--- config.mk ---
export PLATFORM = sky130hd
export DESIGN_NAME = bit_serializer
export DESIGN_NICKNAME = d
export VERILOG_FILES = /design/src/rtl/serial_pkg.sv /design/src/rtl/bit_serializer.sv
export SDC_FILE = /design/constraint.sdc
export NUM_CORES = 1
export LEC_CHECK = 0
export CAP_MARGIN = 5
export CORE_AREA = 8 8 48 50
export DETAILED_ROUTE_END_ITERATION = 8
export DIE_AREA = 0 0 56 58
export HOLD_SLACK_MARGIN = 0.03
export PLACE_DENSITY = 0.71
export SYNTH_ARGS = -nofsm -noshare
export SYNTH_HDL_FRONTEND = slang
export SYNTH_SLANG_ARGS = --single-unit
--- constraint.sdc ---
create_clock -name clk -period 2.5 [get_ports clk]
set_clock_uncertainty 0.2 [all_clocks]
set_input_delay 0.5 -clock clk [delete_from_list [all_inputs] [get_ports clk]]
set_output_delay 0.5 -clock clk [all_outputs]
set_load 0.005 [all_outputs]
--- src/rtl/serial_pkg.sv ---
// Shared definitions for the serial feeder and the sequence-detector stage.
// The idle-line value is shared so the detector bench sees the same quiet level.
package serial_pkg;

  typedef enum logic {
    IDLE  = 1'b0,
    SHIFT = 1'b1
  } state_t;

  localparam int   SERIAL_WIDTH    = 8;
  localparam logic SERIAL_IDLE_BIT = 1'b0;

endpackage

--- src/rtl/bit_serializer.sv ---
// Parallel-to-serial feeder: takes a word over valid/ready and emits one bit
// per clock on x, with stall support and gapless back-to-back words.
module bit_serializer
  import serial_pkg::*;
#(
  parameter int   WIDTH     = SERIAL_WIDTH,
  parameter bit   LSB_FIRST = 1'b0,
  parameter logic IDLE_BIT  = SERIAL_IDLE_BIT
) (
  input  logic             clk,
  input  logic             reset,
  input  logic [WIDTH-1:0] din,
  input  logic             din_valid,
  output logic             din_ready,
  input  logic             stall,
  output logic             x,
  output logic             x_valid,
  output logic             last,
  output logic             busy
);

  localparam int            CW       = $clog2(WIDTH);
  localparam logic [CW-1:0] CNT_LAST = CW'(WIDTH - 1);

  state_t           st_q, st_d;
  logic [WIDTH-1:0] sr_q, sr_d;
  logic [CW-1:0]    cnt_q, cnt_d;
  logic             accept;

  always_comb begin
    busy      = (st_q == SHIFT);
    x_valid   = busy && !stall;
    x         = busy ? (LSB_FIRST ? sr_q[0] : sr_q[WIDTH-1]) : IDLE_BIT;
    last      = x_valid && (cnt_q == CNT_LAST);
    din_ready = !busy || last;
    accept    = din_valid && din_ready;
  end

  // An accept on the last bit wins over returning to IDLE, giving no idle gap.
  always_comb begin
    st_d  = st_q;
    sr_d  = sr_q;
    cnt_d = cnt_q;
    if (accept) begin
      sr_d  = din;
      cnt_d = '0;
      st_d  = SHIFT;
    end else if (x_valid) begin
      sr_d = LSB_FIRST ? (sr_q >> 1) : (sr_q << 1);
      if (last) begin
        st_d  = IDLE;
        cnt_d = '0;
      end else begin
        cnt_d = cnt_q + CW'(1);
      end
    end
  end

  always_ff @(posedge clk or negedge reset) begin
    if (!reset) begin
      st_q  <= IDLE;
      sr_q  <= '0;
      cnt_q <= '0;
    end else begin
      st_q  <= st_d;
      sr_q  <= sr_d;
      cnt_q <= cnt_d;
    end
  end

endmodule

==> results of run 1 <==
worst max-delay path by stage:
stage | cells after the start | slack (ps) | startpoint | endpoint
final | 3 | 110 | stall | din_ready
after floorplan | 5 | 630 | cnt_q[0] | sr_q[0]
after detailed placement | 3 | 30 | stall | din_ready
after global placement | 3 | 50 | stall | din_ready
after global routing | 5 | 3 | cnt_q[0] | din_ready
after CTS | 5 | 60 | cnt_q[0] | din_ready
synthesized netlist by cell type:
cell type / instances
sky130_fd_sc_hd__nor3_1: 1
sky130_fd_sc_hd__o21ai_0: 2
sky130_fd_sc_hd__buf_6: 1
sky130_fd_sc_hd__ha_1: 2
sky130_fd_sc_hd__mux2_4: 10
sky130_fd_sc_hd__a21oi_1: 1
sky130_fd_sc_hd__nor2_1: 3
sky130_fd_sc_hd__o21ai_4: 1
sky130_fd_sc_hd__o21a_1: 1
sky130_fd_sc_hd__inv_1: 2
sky130_fd_sc_hd__nor2b_1: 2
sky130_fd_sc_hd__and2_1: 1
sky130_fd_sc_hd__mux2i_1: 2
sky130_fd_sc_hd__mux2_2: 5
sky130_fd_sc_hd__nand3_1: 1
sky130_fd_sc_hd__nor2b_2: 1
sky130_fd_sc_hd__dfrtp_1: 12
sky130_fd_sc_hd__nand2b_1: 1
per-stage QoR:
step / std cells / util [%] / instance area, um^2
5_1_grt: 86 / 54.81 / 884.6
6_report: 86 / 54.81 / 884.6
3_3_place_gp: 82 / 52.17 / 842.1
4_1_cts: 86 / 54.42 / 878.3
3_5_place_dp: 82 / 52.17 / 842.1
2_1_floorplan: 49 / - / 664.4
kinds of logic (layout without fill, tap and decap cells):
family / count (synthesis) / count (layout) / share of synthesized area, %
and+or+nand+nor: 10 / 10 / 8.286
adders and majority gates: 2 / 2 / 3.766
buffers and inverters: 3 / 23 / 2.825
AOI/OAI and AO/OA: 5 / 5 / 5.838
muxes: 17 / 17 / 34.09
DFF: 12 / 12 / 45.20
per-layer routing:
layer	global-route usage (%)	wire length, um
met4	5.155	20
met2	11.09	503
met3	5.240	95
met5	0	0
met1	8.280	504
cell type report:
class / count / area, um^2
Fill cell: 139 / 729.5
Multi-Input combinational cell: 34 / 349.1
Clock buffer: 4 / 36.28
Tap cell: 17 / 21.27
Timing Repair Buffer: 17 / 170.2
Sequential cell: 12 / 300.3
Inverter: 2 / 7.507
power by group:
group	switching, mW	internal, mW	total, mW
sequential	0.0412	0.268	0.309
combinational	0.0982	0.202	0.300
clock	0.0642	0.0885	0.153
state kept, by name, summed over array words and instances, names as in the netlist:
| signal | cells |
|---|---|
| sr_q | 8 |
| busy | 1 |
| cnt_q | 3 |
timing repair:
action / 4_1_cts / 5_1_grt
resized for setup: 1 / 2
buffers inserted: 0 / 0
hold endpoints to repair: 0 / 0
hold buffers: 0 / 0
pin swaps: 0 / 0
gates cloned: 0 / 0
setup endpoints to repair: 1 / 2
cells in the final DEF (no fill, tap or decap), drive strengths merged:
master,instances
ha,2
nand3,1
nor3,1
a21oi,1
o21a,1
nor2b,3
nor2,3
dfrtp,12
mux2,15
buf,1
and2,1
mux2i,2
nand2b,1
clkdlybuf4s50,15
inv,2
o21ai,3
clkbuf,4
dlymetal6s2s,1
tightest hold or removal path, delay by kind of cell, from the launching register on:
| family | cells | cell delay [ps] |
|---|---|---|
| flip-flops | 1 | 360 |
| AND/OR/NAND/NOR | 1 | 90 |
| multiplexers | 1 | 70 |
==> metrics list, run 1 <==
- After layout, the worst path uses 95.74% of the clock period.
* First-pass GRT wire length: 1952 um
- Via density: 4.919
* Remaining max-slew budget at the tightest pin: 64.12%
- Count of antenna-violating nets left after detailed routing: 0
- Max Buffers Root-to-Sink: 2
- The worst setup path is of the input pin to output port kind.
- Register bit total from synthesis: 12
- The number of failing hold endpoints at the final stage came to 0.
* Launch instance of the worst min-delay path: cnt_q[1]
- Cell type with the highest aggregate area in the netlist: sky130_fd_sc_hd__dfrtp_1
* Setup repair after global routing missed its margin: false
- Across the VDD grid, the largest voltage drop is 0.4531 mV.
- Worst-path fanout max: 5
* Slew at the pin with the worst max-slew slack: 536.5 ps
- Vias in the first global route: 445
* Type of the most critical hold path: flip-flop to flip-flop
- Timing would allow up to 0.4178 GHz.
* H-tree depth: 1
- End of the worst register-to-register path: sr_q[0]
- Worst-case reg-to-reg path depth: 5
- In this run the cell area of the synthesized design comes to 664.4 um^2.
- Buffers plus inverters on the worst setup path: 2
* Reg2Reg Launch Point: cnt_q[0]
- In this run the power density over the cells is 860.6 mW/mm^2.
- Count of max-cap constraint violations: 0
* Post-synthesis instance total: 49
- Crit path DAT: 1690 ps
- The worst setup path is captured at an output port.
- Adding up every negative setup slack in the final design gives 0 ps.
- Entering global routing, the biggest net connects 13 pins.
- Hold Path Cell Cnt: 2
- Setup WS post-layout: 106.5 ps
- Cell mode on critical path: sky130_fd_sc_hd__clkdlybuf4s50_1
* Total overflow reported by the global router: 0
- The critical path goes through clkdlybuf4s50_1 -> o21ai_2 -> clkdlybuf4s50_1.
- Summed over all nets, the half-perimeter wirelength after detailed placement is 865.9 um.
* Drt initial violations: 7
- After detailed routing, the total wire length is 1124 um.
- Clk Latency, worst-skew pair: 270 ps
* Status: completed
- Worst slack on hold paths: 359.6 ps
* Critical-path top delay cell: sky130_fd_sc_hd__clkdlybuf4s50_1
- On the worst path, the slowest cell contributes a delay of 510 ps.
* Number of nets in the finished design: 84
* I/O Buffers: 16
* Number of buffers created by CTS: 3
- The design draws 0.7613 mW.
* Crit path max-delay family: buffers and inverters
* Clock transition at path regs: 70 ps
- In this run the clock root is driven by a sky130_fd_sc_hd__clkbuf_4.
* Floorplan die width: 56 um
- CP required: 1800 ps
- Summed over all cells, the static leakage comes to 0.4458 nW.
- After synthesis, flip-flops and latches occupy 45.20% of the total area.
- The floorplan has 15 rows.
* Cells taking the most area after synthesis: sky130_fd_sc_hd__dfrtp_1 45%, sky130_fd_sc_hd__mux2_4 23%, sky130_fd_sc_hd__mux2_2 8.5%
- Endpoint, Worst Hold: cnt_q[1]
- Share of cells above drive strength 1: 33.33%
* Core box area: 0.001614 mm^2
- Average detailed-routed wire length per instance: 13.07 um
- Detailed-router iteration count before antenna repair: 4
- Setup violations remaining at the end of the flow were counted as 0.
- Starting density of the core: 41.16%
* Via total after detailed routing: 423
- Setup slack of the most critical reg-to-reg path: 520 ps
- Total global routing track utilization: 7.827%
* Share of the synthesized area in the top cell type: 45.20%
- STA classifies the critical path startpoint as an input pin.
* Total count of max-transition violations in the final report: 0
* Chip Height: 58 um
* Per-instance average area after synthesis: 13.56 um^2
- The clock drives 12 sinks.
- The routed design could run at a clock period as short as 2393 ps.
- The initial antenna violation count came to 0.
- The repair_antennas step left the layout with diodes totalling 0.
- Before CTS, the worst setup slack after placement is 26.27 ps.
* Area growth from synthesis to final layout: 33.14%
* Synthesized Nets: 63
* TritonCTS clock tree: yes
- The netlist uses 18 different library cells.
- Post-route DRC violation count: 0
- During synthesis, Yosys emitted a total of 0 warnings.
- Placer's final routability congestion estimate: 0.6962
- Die area: 0.003248 mm^2
- In this run the count of I/O pins placed on the die edge is 17.
Note: power is estimated with default switching activity, not from simulation.
==> run 2: changes to the inputs <==
- TNS_END_PERCENT: unset -> 50
==> results of run 2 <==
The final DEF is identical to that of run 1; final timing and power are the same.
==> run 3: changes to the inputs <==
- CORE_AREA: 8 8 48 50 -> 5 5 45 47
- DIE_AREA: 0 0 56 58 -> 0 0 50 52
- PLACE_DENSITY: 0.71 -> 0.83
==> metrics list, run 3 (synthesis results as in run 1) <==
* Status: completed
* Number of failing hold endpoints at the final stage: 0
- Entering global routing, the biggest net connects 13 pins.
- Post-route design area: 894.6 um^2
- Number of flip-flops in the largest register: 8
- The die covers 0.002600 mm^2.
- In the final routing, the length of wire on met1 measures 602 um.
- For this design the static power due to leakage is 0.4483 nW.
* Power density normalized to cell area: 867.3 mW/mm^2
- The initial antenna violation count was 0.
- The library cell used most frequently in the layout, excluding fill and tap cells, is sky130_fd_sc_hd__clkdlybuf4s50_1.
* Final Power: 0.7759 mW
- Global routing finished with a remaining overflow of 0.
- Post-Layout Cell Count: 87
- The number of antenna diodes in the final layout is 0.
* Starting density of the core: 41.16%
- The number of gates resized after CTS was 1.
- For this run, the post-layout net count is 85.
- Crit Path Category: input pin to output port
* Footprint of the multi-input gates: 351.6 um^2
- For this block, the via count after detailed routing is 445.
- Dividing the detail-routed wire length by the instance count gives 15.08 um.
- Detailed-router iteration count before antenna repair: 3
- The min-delay analysis places its worst path in the category flip-flop to flip-flop.
- Relative contribution of sequential cells to total power: 40.4%
- Row generation in the floorplan step produced 15 rows.
* Number of buffers created by CTS: 3
* Sw frac: 27.82%
- The first global-routing pass estimated 2166 um of wire.
- Via density: 5.115
- CTS built an H-tree with a depth of 1.
* Routed met3 length: 77 um
* Share of cells above drive strength 1: 35.71%
- CTS Hold Buffers Added: 0
- Commonest non-fill, non-tap cells in the layout: 15 x sky130_fd_sc_hd__clkdlybuf4s50_1, 12 x sky130_fd_sc_hd__dfrtp_1, 10 x sky130_fd_sc_hd__mux2_4
* Worst setup EP type: output port
* Worst-case reg-to-reg path depth: 5
- Remaining max-slew budget at the tightest pin: 63.20%
* Worst setup SP type: input pin
- Cell internal power was estimated by the tool at 0.5601 mW.
- Clock Power Share: 19.4%
- Number of top-level design ports: 17
- Relative to the synthesized area, the layout overhead comes to 34.65%.
- Total setup violations reported at the end of the flow: 0
- CP required: 1800 ps
* I/O Buffers: 16
- Net Sw Power: 0.2158 mW
- The tree is rooted in a sky130_fd_sc_hd__clkbuf_4.
- Slew at the pin with the worst max-slew slack: 550.2 ps
* Fraction of the cycle the final worst path needs: 98.07%
* Hold Path Cell Cnt: 2
- The number of global-route vias before repair was 436.
- Combinational logic is responsible for 40.2% of the overall power.
- Storage cell area: 300.3 um^2
- The region available for standard cell placement spans 0.001614 mm^2.
- The worst-case IR drop observed on VDD is 0.4233 mV.
- After clock tree synthesis, the clock-pin slew on the worst setup and hold paths is 70 ps.
- Number of inserted filler cells in the final layout: 138
- The detailed router used layers up to and including met4.
* Met2 Routed Length: 614 um
- Instance area after placement: 849.6 um^2
* Drt initial violations: 3
* Shortest clock period the worst path allows after layout: 2452 ps
- For this run, the total global-route usage over all layers was measured as 10.86%.
* Post-route DRC violation count: 0
* Number of clock sinks: 12
- The routed design has 1312 um of wire.
- Setup WS post-layout: 48.15 ps
* Clk Latency, worst-skew pair: 260 ps
- Timing analysis after detailed placement gives a worst setup slack of 63.66 ps.
- The tool flagged a number of max-cap violations equal to 0.
- Count of antenna-violating nets left after detailed routing: 0
- Of all nets on the critical path, the largest fanout is 3.
- The congestion estimate from routability-driven global placement came to 0.6321.
* TritonCTS clock tree: yes
- The clock passes through at most 2 buffers.
* Chip Height: 52 um
- Half-perimeter wire length after detailed placement: 970 um
- The die is 50 um wide.
* Post-CTS setup-driven buffer insertion count: 0
- Ranked by flip-flop count, first place goes to sr_q.
- # placed instances: 83
* Total count of max-transition violations in the final report: 0
* Maximum operating frequency: 0.4079 GHz
- STA puts the critical path data arrival time at 1750 ps.
-- run 3: cell types whose count changed in the layout (fill, tap and decap cells not counted), sizes merged --
cell,before,now
buf,1,2
-- run 3: cell type report --
| cell class | instances | share of cell area [%] |
|---|---|---|
| multi-input combinational | 34 | 39.30 |
| sequential | 12 | 33.57 |
| timing repair buffer | 18 | 19.86 |
| clock buffer | 4 | 4.056 |
| tap | 17 | 2.378 |
| inverter | 2 | 0.8392 |
-- run 3: power groups by stage --
| stage | Combinational [mW] | Clock, mW | Sequential, mW |
|---|---|---|---|
| final | 0.312 | 0.151 | 0.314 |
| after global routing | 0.346 | 0.165 | 0.322 |
| after CTS | 0.312 | 0.157 | 0.312 |
| after detailed placement | 0.310 | 0 | 0.316 |
| after global placement | 0.294 | 0 | 0.307 |
| after floorplan | 0.224 | 0 | 0.300 |
-- run 3: layer usage --
| metal | vias up | GRT usage [%] |
|---|---|---|
| li1 | 215 | - |
| met1 | 215 | 14.82 |
| met4 | 0 | 5.240 |
| met3 | 2 | 2.865 |
| met5 | - | 0 |
| met2 | 13 | 15.69 |
-- run 3: worst max-delay path, stage by stage --
cell	delay (ps)
sky130_fd_sc_hd__clkdlybuf4s50_1	470
sky130_fd_sc_hd__buf_4	170
sky130_fd_sc_hd__nor2b_2	110
sky130_fd_sc_hd__clkdlybuf4s50_1	500
-- run 3: worst paths after layout --
path                       slack, ps       end     start
min                              340  cnt_q[1]  cnt_q[1]
max reg2reg                      530   sr_q[6]  cnt_q[0]
min in group asynchronous        390      busy     reset
max in group asynchronous       1350  cnt_q[1]     reset
min reg2reg                      340  cnt_q[1]  cnt_q[1]
max                               50   x_valid     stall
-- run 3: per-stage QoR --
| stage | TNS [ps] | hold slack, ps | util, % |
|---|---|---|---|
| 3_5_place_dp | 0 | 334.2 | 52.64 |
| 6_report | 0 | 344.0 | 55.43 |
| 3_3_place_gp | 0 | 307.9 | 52.64 |
| 4_1_cts | 0 | 352.9 | 54.88 |
| 2_1_floorplan | 0 | 4.409 | - |
| 5_1_grt | -1.647 | 426.5 | 55.43 |
